**src/rtl/serial_adder_arbiter.sv**
```systemverilog
// ============================================================================
// serial_adder_arbiter : round-robin scheduler sharing one serial adder
// Rev 1.0 - initial release
// ============================================================================
`default_nettype none

module serial_adder_arbiter #(
  parameter int WIDTH   = 8,
  parameter int N       = 4,
  parameter int ADD_LAT = 9
) (
  input  logic               clock_arb_i,
  input  logic               resetn_arb_i,
  input  logic [N-1:0]       req_i,
  input  logic [N*WIDTH-1:0] a_i,
  input  logic [N*WIDTH-1:0] b_i,
  output logic [N-1:0]       gnt_o,
  output logic [N-1:0]       rsp_valid_o,
  output logic [WIDTH:0]     rsp_sum_o,
  output logic               busy_o,
  output logic               add_start_o,
  output logic [WIDTH-1:0]   add_a_o,
  output logic [WIDTH-1:0]   add_b_o,
  input  logic [WIDTH:0]     add_sum_i
);

  localparam int IDW  = (N > 1) ? $clog2(N) : 1;
  localparam int CNTW = $clog2(ADD_LAT + 1);

  typedef enum logic [1:0] {
    S_IDLE  = 2'd0,
    S_ISSUE = 2'd1,
    S_WAIT  = 2'd2,
    S_RESP  = 2'd3
  } state_t;

  state_t          state_q;
  logic [IDW-1:0]  ptr_q;
  logic [IDW-1:0]  id_q;
  logic [IDW-1:0]  id_d;
  logic            hit_d;
  logic [CNTW-1:0] cnt_q;

  // Scan from ptr upwards; descending loop lets the nearest requester win.
  always_comb begin
    id_d  = '0;
    hit_d = 1'b0;
    for (int i = N - 1; i >= 0; i--) begin
      int k;
      k = int'(ptr_q) + i;
      if (k >= N) k = k - N;
      if (req_i[k]) begin
        id_d  = IDW'(k);
        hit_d = 1'b1;
      end
    end
  end

  always_ff @(posedge clock_arb_i) begin
    if (!resetn_arb_i) begin
      state_q     <= S_IDLE;
      ptr_q       <= '0;
      id_q        <= '0;
      cnt_q       <= '0;
      gnt_o       <= '0;
      rsp_valid_o <= '0;
      rsp_sum_o   <= '0;
      busy_o      <= 1'b0;
      add_start_o <= 1'b0;
      add_a_o     <= '0;
      add_b_o     <= '0;
    end else begin
      gnt_o       <= '0;
      rsp_valid_o <= '0;
      add_start_o <= 1'b0;
      case (state_q)
        S_IDLE: begin
          if (hit_d) begin
            id_q        <= id_d;
            add_a_o     <= a_i[id_d*WIDTH +: WIDTH];
            add_b_o     <= b_i[id_d*WIDTH +: WIDTH];
            gnt_o       <= {{(N-1){1'b0}}, 1'b1} << id_d;
            add_start_o <= 1'b1;
            busy_o      <= 1'b1;
            state_q     <= S_ISSUE;
          end
        end
        S_ISSUE: begin
          cnt_q   <= CNTW'(1);
          state_q <= S_WAIT;
        end
        S_WAIT: begin
          // The adder result is stable in the last WAIT cycle.
          if (cnt_q == CNTW'(ADD_LAT)) begin
            rsp_sum_o   <= add_sum_i;
            rsp_valid_o <= {{(N-1){1'b0}}, 1'b1} << id_q;
            state_q     <= S_RESP;
          end else begin
            cnt_q <= cnt_q + CNTW'(1);
          end
        end
        S_RESP: begin
          ptr_q   <= (id_q == IDW'(N - 1)) ? '0 : id_q + IDW'(1);
          busy_o  <= 1'b0;
          state_q <= S_IDLE;
        end
        default: state_q <= S_IDLE;
      endcase
    end
  end

endmodule

`default_nettype wire

```
**config.mk**
```make
export PLATFORM = sky130hd
export DESIGN_NAME = serial_adder_arbiter
export DESIGN_NICKNAME = d
export VERILOG_FILES = /design/src/rtl/serial_adder_arbiter.sv
export SDC_FILE = /design/constraint.sdc
export NUM_CORES = 1
export LEC_CHECK = 0
export CAP_MARGIN = 20
export CORE_MARGIN = 5
export CORE_UTILIZATION = 38
export DETAILED_ROUTE_END_ITERATION = 12
export PLACE_DENSITY = 0.84
export SETUP_SLACK_MARGIN = 0.02
export SLEW_MARGIN = 25
export SYNTH_ARGS = -nofsm -noshare
export SYNTH_HDL_FRONTEND = slang
export SYNTH_SLANG_ARGS = --single-unit
```
**constraint.sdc**
```tcl
create_clock -name clock_arb_i -period 1.6 [get_ports clock_arb_i]
set_input_delay 0.24 -clock clock_arb_i [delete_from_list [all_inputs] [get_ports clock_arb_i]]
set_output_delay 0.24 -clock clock_arb_i [all_outputs]
set_load 0.1 [all_outputs]
```
==> out/results.tsv, run 1 <==
metric	value	unit
outcome	complete, but fails checks	
failing checks	setup timing	
sequential fraction of the synthesis area	0.363	
post-route ant nets	0	
post-DR wirelength/cell	17.9	µm
# setup viols final	1	
Total Nets Final	508	
max-slew violation count	0	
post-route setup TNS	-7.52	ps
Tightest Hold Check Type	input port to register	
area grow syn2layout	85.5	%
yosys warns	0	
design area	4600	µm²
chip height	90.8	µm
hold path start	add_sum_i[1]	
Root Driver	clkbuf_8	
Vias	2736	
die width	90.8	µm
worst vdd ir	1.25	mV
# diodes	0	
Sinks on Clock Net	45	
met2 usage	0.375	
met1 global-route usage	0.238	
initial antenna violation count	0	
gr usage total	0.209	
largest net degree at the start of global routing	30	
Setup crit end kind	register	
PnR worst setup slack	-7.52	ps
Arr. time, crit path	1800	ps
first-pass GRT wire length	14000	µm
Core ar.	6350	µm²
worst-path maximum fanout	8	
crit path max-delay cell type	dfxtp_2	
data required time at the worst endpoint	1790	ps
IO Port Bufs	113	
flop and latch count out of synthesis	45	
Peak Freq	0.622	GHz
Post-DP Area	4180	µm²
Mapped Nets	374	
RSZ-0062 raised after global routing	yes	
GRT overflow	0	
Worst Setup Start Kind	register	
Worst-Skew Late Latency	300	ps
met3 Resource Use GR	0.0433	
mapped cell area	2480	µm²
drt first pass iters	4	
CTS H-tree lvls	2	
Remaining DRCs	0	
total CTS buffers	5	
Final period util	1.00	
FP Rows	29	
Syn Area/Cell	8.64	µm²
leakage power	1.78	nW
Placer Congestion	0.829	
Worst Skew	6.91	ps
die area	8240	µm²
total power	0.00596	W
dpl cells	482	
fin cells	499	
critical-path cell list	mux2i_2 > or2_4 > buf_4 > and4_2 > a211oi_2 > o31ai_1	
PwrDens	1300	nW/µm²
DRT Wirelength	8950	µm
WHS	482	ps
Worst-Margin Slew	339	ps
Boundary Pins	114	
vias in the first global route	2858	
Bufs and invs on worst path	1	
DR vias/cell	5.48	
Period minus WS final	1610	ps
cell family with most CP delay	simple AND/OR/NAND/NOR gates	
dpl hpwl	6210	µm
Max Root-Sink Buffers	2	
Synth cell types	45	
fraction of layout cells with a size suffix above 1	0.325	
Worst-path clk slew	90	ps
worst relative slew slack	0.774	
Hold Fails Final Rpt	0	
CP Launch Point	ptr_q[1]	
drt first-iter violations	107	
Largest stage delay, worst path	350	ps
Most Crowded Layer GR	met2	
Synth Instances	287	
critical path class	register to register	
Max-Cap Viols	0	
CTS tree	done	
flop-to-flop setup slack	-8	ps
R2R Path Start	ptr_q[1]	
initial core utilization	0.390	
-- worst min-delay path, delay by kind of cell --
kind | cells | cell delay (ps)
buffers and inverters | 1 | 400
and+or+nand+nor | 1 | 60
AOI/OAI and AO/OA | 1 | 50
-- metal layers --
| metal | vias up | part of all wire |
|---|---|---|
| li1 | 1316 | - |
| met2 | 95 | 0.53 |
| met1 | 1307 | 0.40 |
| met4 | 0 | 0.026 |
| met3 | 18 | 0.052 |
| met5 | - | 0 |
-- report_power, final --
part	internal (W)	switching, W
combinational	0.00135	0.00203
sequential	0.00134	0.000240
clock	0.000620	0.000391
-- registers in the layout (all words and copies together), names as in the netlist, 2 cells and up --
register and flops:
ptr_q 2, rsp_valid_o 4, add_b_o 8, state_q 2, gnt_o 4, cnt_q 4
add_a_o 8, rsp_sum_o 9, id_q 2
-- layout by cell type, fill, tap and decap left out, drive strengths merged --
| cell | n |
|---|---|
| bufinv | 2 |
| and3 | 2 |
| o31ai | 16 |
| a221oi | 1 |
| or2 | 2 |
| a31oi | 1 |
| o21a | 1 |
| o22a | 1 |
| nor4 | 1 |
| nand2 | 60 |
| nor2b | 1 |
| nor2 | 13 |
| clkdlybuf4s50 | 75 |
| nor3b | 1 |
| nand2b | 1 |
| dlygate4sd2 | 3 |
| nor3 | 22 |
| and4 | 16 |
| ha | 8 |
| buf | 68 |
| a21oi | 15 |
| mux2i | 3 |
| o21ai | 2 |
| clkinv | 2 |
| nand3 | 6 |
| xnor2 | 2 |
| dfxtp | 45 |
| o22ai | 1 |
| clkbuf | 6 |
| nand3b | 2 |
| a21o | 2 |
| a211oi | 32 |
| inv | 7 |
| a311oi | 1 |
| o21bai | 1 |
-- path summary, 6_finish.rpt --
path | endpoint | cells past startpoint
setup / recovery | add_b_o[2] | 6
hold / removal | rsp_sum_o[1] | 3
setup reg to reg | add_b_o[2] | 6
hold reg to reg | rsp_sum_o[1] | 2
-- Yosys cell counts (all sizes together) --
library cell  count  area, µm²
a211oi           32        295
a21o              1       8.76
a21oi            15       78.8
a221oi            1       8.76
a311oi            1       8.76
a31oi             1       6.26
and3              2       13.8
and4             16        149
buf              14        126
clkbuf            7       30.0
clkinv            1       3.75
dfxtp            45        901
ha                8        100
inv               7       26.3
mux2i             3       30.0
nand2            60        225
nand2b            1       13.8
nand3             6       42.5
nand3b            2       18.8
nor2             13       51.3
nor2b             1       6.26
nor3             22        110
nor3b             1       7.51
nor4              1       6.26
o21a              1       7.51
o21ai             2       10.0
o21bai            1       7.51
o22a              1       10.0
o22ai             1       20.0
o31ai            16        125
or2               2       12.5
xnor2             2       17.5
-- timing repair --
action                                  in CTS  in global routing
hold buffers                                 0                  0
endpoints found under the setup margin      25                 34
pin swaps                                    5                 15
resized for setup                           26                 20
setup buffers                                3                  2
cloned                                       4                  0
-- per-stage QoR --
step           setup slack [ps]  utilization
2_1_floorplan              36.8            -
3_3_place_gp               -461        0.658
3_5_place_dp               -482        0.658
4_1_cts                   -1.76        0.709
5_1_grt                   -56.2        0.724
6_report                  -7.52        0.724
-- cell families (layout without fill, tap and decap cells) --
kind of cell,after synthesis,after routing,share of synthesized area
AOI/OAI and AO/OA,73,74,0.237
xor gates and xnor gates,2,2,0.00707
DFF,45,45,0.363
buffers and inverters,29,163,0.0752
muxes,3,3,0.0121
adders and majority gates,8,8,0.0404
and+or+nand+nor,127,127,0.265
-- area by class of cell --
type | count | area, µm²
inverter | 8 | 30.0
clock buffer | 5 | 68.8
sequential | 45 | 903
tap | 77 | 96.3
clock inverter | 3 | 65.1
timing repair buffer | 147 | 1860
fill | 424 | 1750
multi-input combinational | 214 | 1580
(Power assumes the default switching activity.)
==> inputs of run 2 (changes only) <==
--- a/config.mk
+++ b/config.mk
@@ -7,9 +7,9 @@
 export LEC_CHECK = 0
 export CAP_MARGIN = 20
 export CORE_MARGIN = 5
-export CORE_UTILIZATION = 38
+export CORE_UTILIZATION = 42
 export DETAILED_ROUTE_END_ITERATION = 12
-export PLACE_DENSITY = 0.84
+export PLACE_DENSITY = 0.87
 export SETUP_SLACK_MARGIN = 0.02
 export SLEW_MARGIN = 25
 export SYNTH_ARGS = -nofsm -noshare
==> constraint.sdc (replaced) <==
create_clock -name clock_arb_i -period 1.9 [get_ports clock_arb_i]
set_input_delay 0.285 -clock clock_arb_i [delete_from_list [all_inputs] [get_ports clock_arb_i]]
set_output_delay 0.285 -clock clock_arb_i [all_outputs]
set_load 0.1 [all_outputs]
==> run 2 against run 1 <==
Clock skew down 1.9 ps; largest cell class is now multi-input gates; via count is 4.4% lower; clock power is 31% lower; die area shrank 8.5%; the run now ends clean; sequential cell count stayed put; sequential power fell by 21%; first-iteration DRC count rose by 10%; critical endpoint is now add_b_o[5]; combinational power decreased by 31%; largest power group unchanged.
==> out/results.tsv, run 2 (synthesis gave the netlist of run 1 again) <==
metric	value	unit	change
outcome	finished, final reports clean		was complete, but fails checks
total CTS buffers	5		unchanged
worst-path maximum fanout	13		was 8
Final period util	0.927		
initial antenna violation count	0		unchanged
Hold Fails Final Rpt	0		unchanged
Worst-path clk slew	80	ps	was 90 ps
pre-CTS setup slack	-222	ps	was -482 ps
Period minus WS final	1760	ps	
chip height	86.8	µm	was 90.8 µm
CP Launch Point	req_i[0]		was ptr_q[1]
Boundary Pins	114		unchanged
area occupied by multi-input gates	1400	µm²	was 1580 µm²
DRT Wirelength	7580	µm	was 8950 µm
PnR worst setup slack	138	ps	was -7.52 ps
# setup viols final	0		was 1
Max-Cap Viols	0		unchanged
GRT overflow	0		unchanged
Setup crit end kind	register		unchanged
dpl hpwl	5910	µm	was 6210 µm
Arr. time, crit path	1950	ps	was 1800 ps
Remaining DRCs	0		unchanged
FP Rows	28		was 29
Worst-Skew Late Latency	300	ps	about the same
most frequent cells in the layout	clkdlybuf4s50_1, nand2_1, buf_4		was clkdlybuf4s50_1, nand2_1, dfxtp_1
drt first pass iters	4		unchanged
Vias	2615		was 2736
area grow syn2layout	55.0	%	was 85.5%
flop-to-flop setup slack	210	ps	was -8 ps
Largest Register	rsp_sum_o		unchanged
DR vias/cell	5.39		was 5.48
post-DR wirelength/cell	15.6	µm	was 17.9 µm
Core ar.	5820	µm²	was 6350 µm²
first-pass GRT wire length	12000	µm	was 14000 µm
post-route setup TNS	0	ps	was -7.52 ps
gr usage total	0.198		was 0.209
design area	3840	µm²	was 4600 µm²
Tightest Hold Check Type	register to register		was input port to register
Largest register FFs	9		unchanged
cell family with most CP delay	buffers and inverters		was simple AND/OR/NAND/NOR gates
data required time at the worst endpoint	2080	ps	was 1790 ps
Worst Skew	5.02	ps	was 6.91 ps
drt first-iter violations	118		was 107
Largest stage delay, worst path	530	ps	was 350 ps
critical-path cell list	clkdlybuf4s50_1 > mux2i_1 > or2_4 > buf_4 > and4_2 > a211oi_2 > o31ai_1		was mux2i_2 > or2_4 > buf_4 > and4_2 > a211oi_2 > o31ai_1
Fillers	485		was 424
CTS H-tree lvls	2		unchanged
die width	86.8	µm	was 90.8 µm
hold_buf cts	0		unchanged
# diodes	0		unchanged
vias in the first global route	2594		was 2858
CTS tree	done		unchanged
last element of the critical path	add_b_o[5]		was add_b_o[2]
largest net degree at the start of global routing	26		was 30
worst vdd ir	0.726	mV	was 1.25 mV
Total Nets Final	497		was 508
Reg2Reg Depth	6		unchanged
critical path class	input port to register		was register to register
Bufs and invs on worst path	2		was 1
initial core utilization	0.426		was 0.390
max-slew violation count	0		unchanged
Max Root-Sink Buffers	2		unchanged
Peak Freq	0.568	GHz	
commonest non-fill, non-tap cell in the layout	clkdlybuf4s50_1		unchanged
crit path max-delay cell type	clkdlybuf4s50_1		was dfxtp_2
Root Driver	clkbuf_8		unchanged
worst r2r dst	add_b_o[5]		was add_b_o[2]
fraction of layout cells with a size suffix above 1	0.237		was 0.325
Sinks on Clock Net	45		unchanged
Largest regs	rsp_sum_o x9, add_a_o x8, add_b_o x8		unchanged
worst relative slew slack	0.714		was 0.774
Worst-Margin Slew	424	ps	was 339 ps
register area	902	µm²	was 903 µm²
R2R Path Start	ptr_q[1]		unchanged
PwrDens	1110	nW/µm²	was 1300 nW/µm²
die area	7540	µm²	was 8240 µm²
Worst Setup Start Kind	input port		was register
Post-DP Area	3730	µm²	was 4180 µm²
IO Port Bufs	113		unchanged
RSZ-0062 raised after global routing	no		was yes
Placer Congestion	0.776		was 0.829
post-route ant nets	0		unchanged
Crit path depth	7		was 6
leakage power	1.54	nW	was 1.78 nW
## run 2: changes by cell type in the layout (fill, tap and decap cells not counted), sizes merged
cell / before / now
clkbuf: 6 / 5
clkdlybuf4s50: 75 / 78
buf: 68 / 59
a21o: 2 / 1
dlygate4sd2: 3 / 0
bufinv: 2 / 1
## run 2: power by group
group / switching (W) / internal, W / total, W / leakage [nW]
logic: 0.00160 / 0.000714 / 0.00231 / 1.11
clock network: 0.000315 / 0.000382 / 0.000697 / 0.0540
registers: 0.000127 / 0.00113 / 0.00125 / 0.368
## run 2: per-stage QoR
| stage | hold WS (ps) | utilization | std cells | power, W |
|---|---|---|---|---|
| 4_1_cts | 462 | 0.659 | 485 | 0.00427 |
| 5_1_grt | 492 | 0.660 | 485 | 0.00446 |
| 3_3_place_gp | 437 | 0.641 | 478 | 0.00354 |
| 2_1_floorplan | 421 | - | 287 | 0.00291 |
| 3_5_place_dp | 443 | 0.641 | 478 | 0.00358 |
| 6_report | 461 | 0.660 | 485 | 0.00426 |
## run 2: area by class of cell
cell class                 count  area share
multi-input combinational    213       0.364
clock buffer                   5      0.0179
tap                           75      0.0244
clock inverter                 2     0.00912
sequential                    45       0.235
timing repair buffer         137       0.341
inverter                       8     0.00782
## run 2: how the worst min path moves through the flow
stage,start,to,slack (ps),depth (start not counted)
after floorplan,add_sum_i[0],rsp_sum_o[0],420,2
after global placement,add_a_o[1],add_a_o[1],440,2
after detailed placement,add_a_o[5],add_a_o[5],440,2
after CTS,add_a_o[5],add_a_o[5],460,2
after global routing,add_a_o[3],add_a_o[3],490,2
final,rsp_sum_o[5],rsp_sum_o[5],460,2
## run 2: routing by layer
layer	routed length, µm	vias to the layer above	share of wire	track usage
met5	0	-	0	0
met4	207	0	0.027	0.0892
met3	555	19	0.073	0.0276
met2	3920	102	0.52	0.349
met1	2900	1203	0.38	0.236
li1	-	1291	-	-
## run 2: worst reg2reg max path: cells and delay by family, from the launching register on
family | cells | cell delay (ps)
compound gates | 2 | 290
mux | 1 | 290
simple gates | 2 | 450
flops | 1 | 400
buf+inv | 1 | 180
## run 2: timing repair
| action | in CTS | in global routing |
|---|---|---|
| resized for setup | 0 | 3 |
| setup buffers | 0 | 0 |
| endpoints found under the setup margin | 0 | 16 |
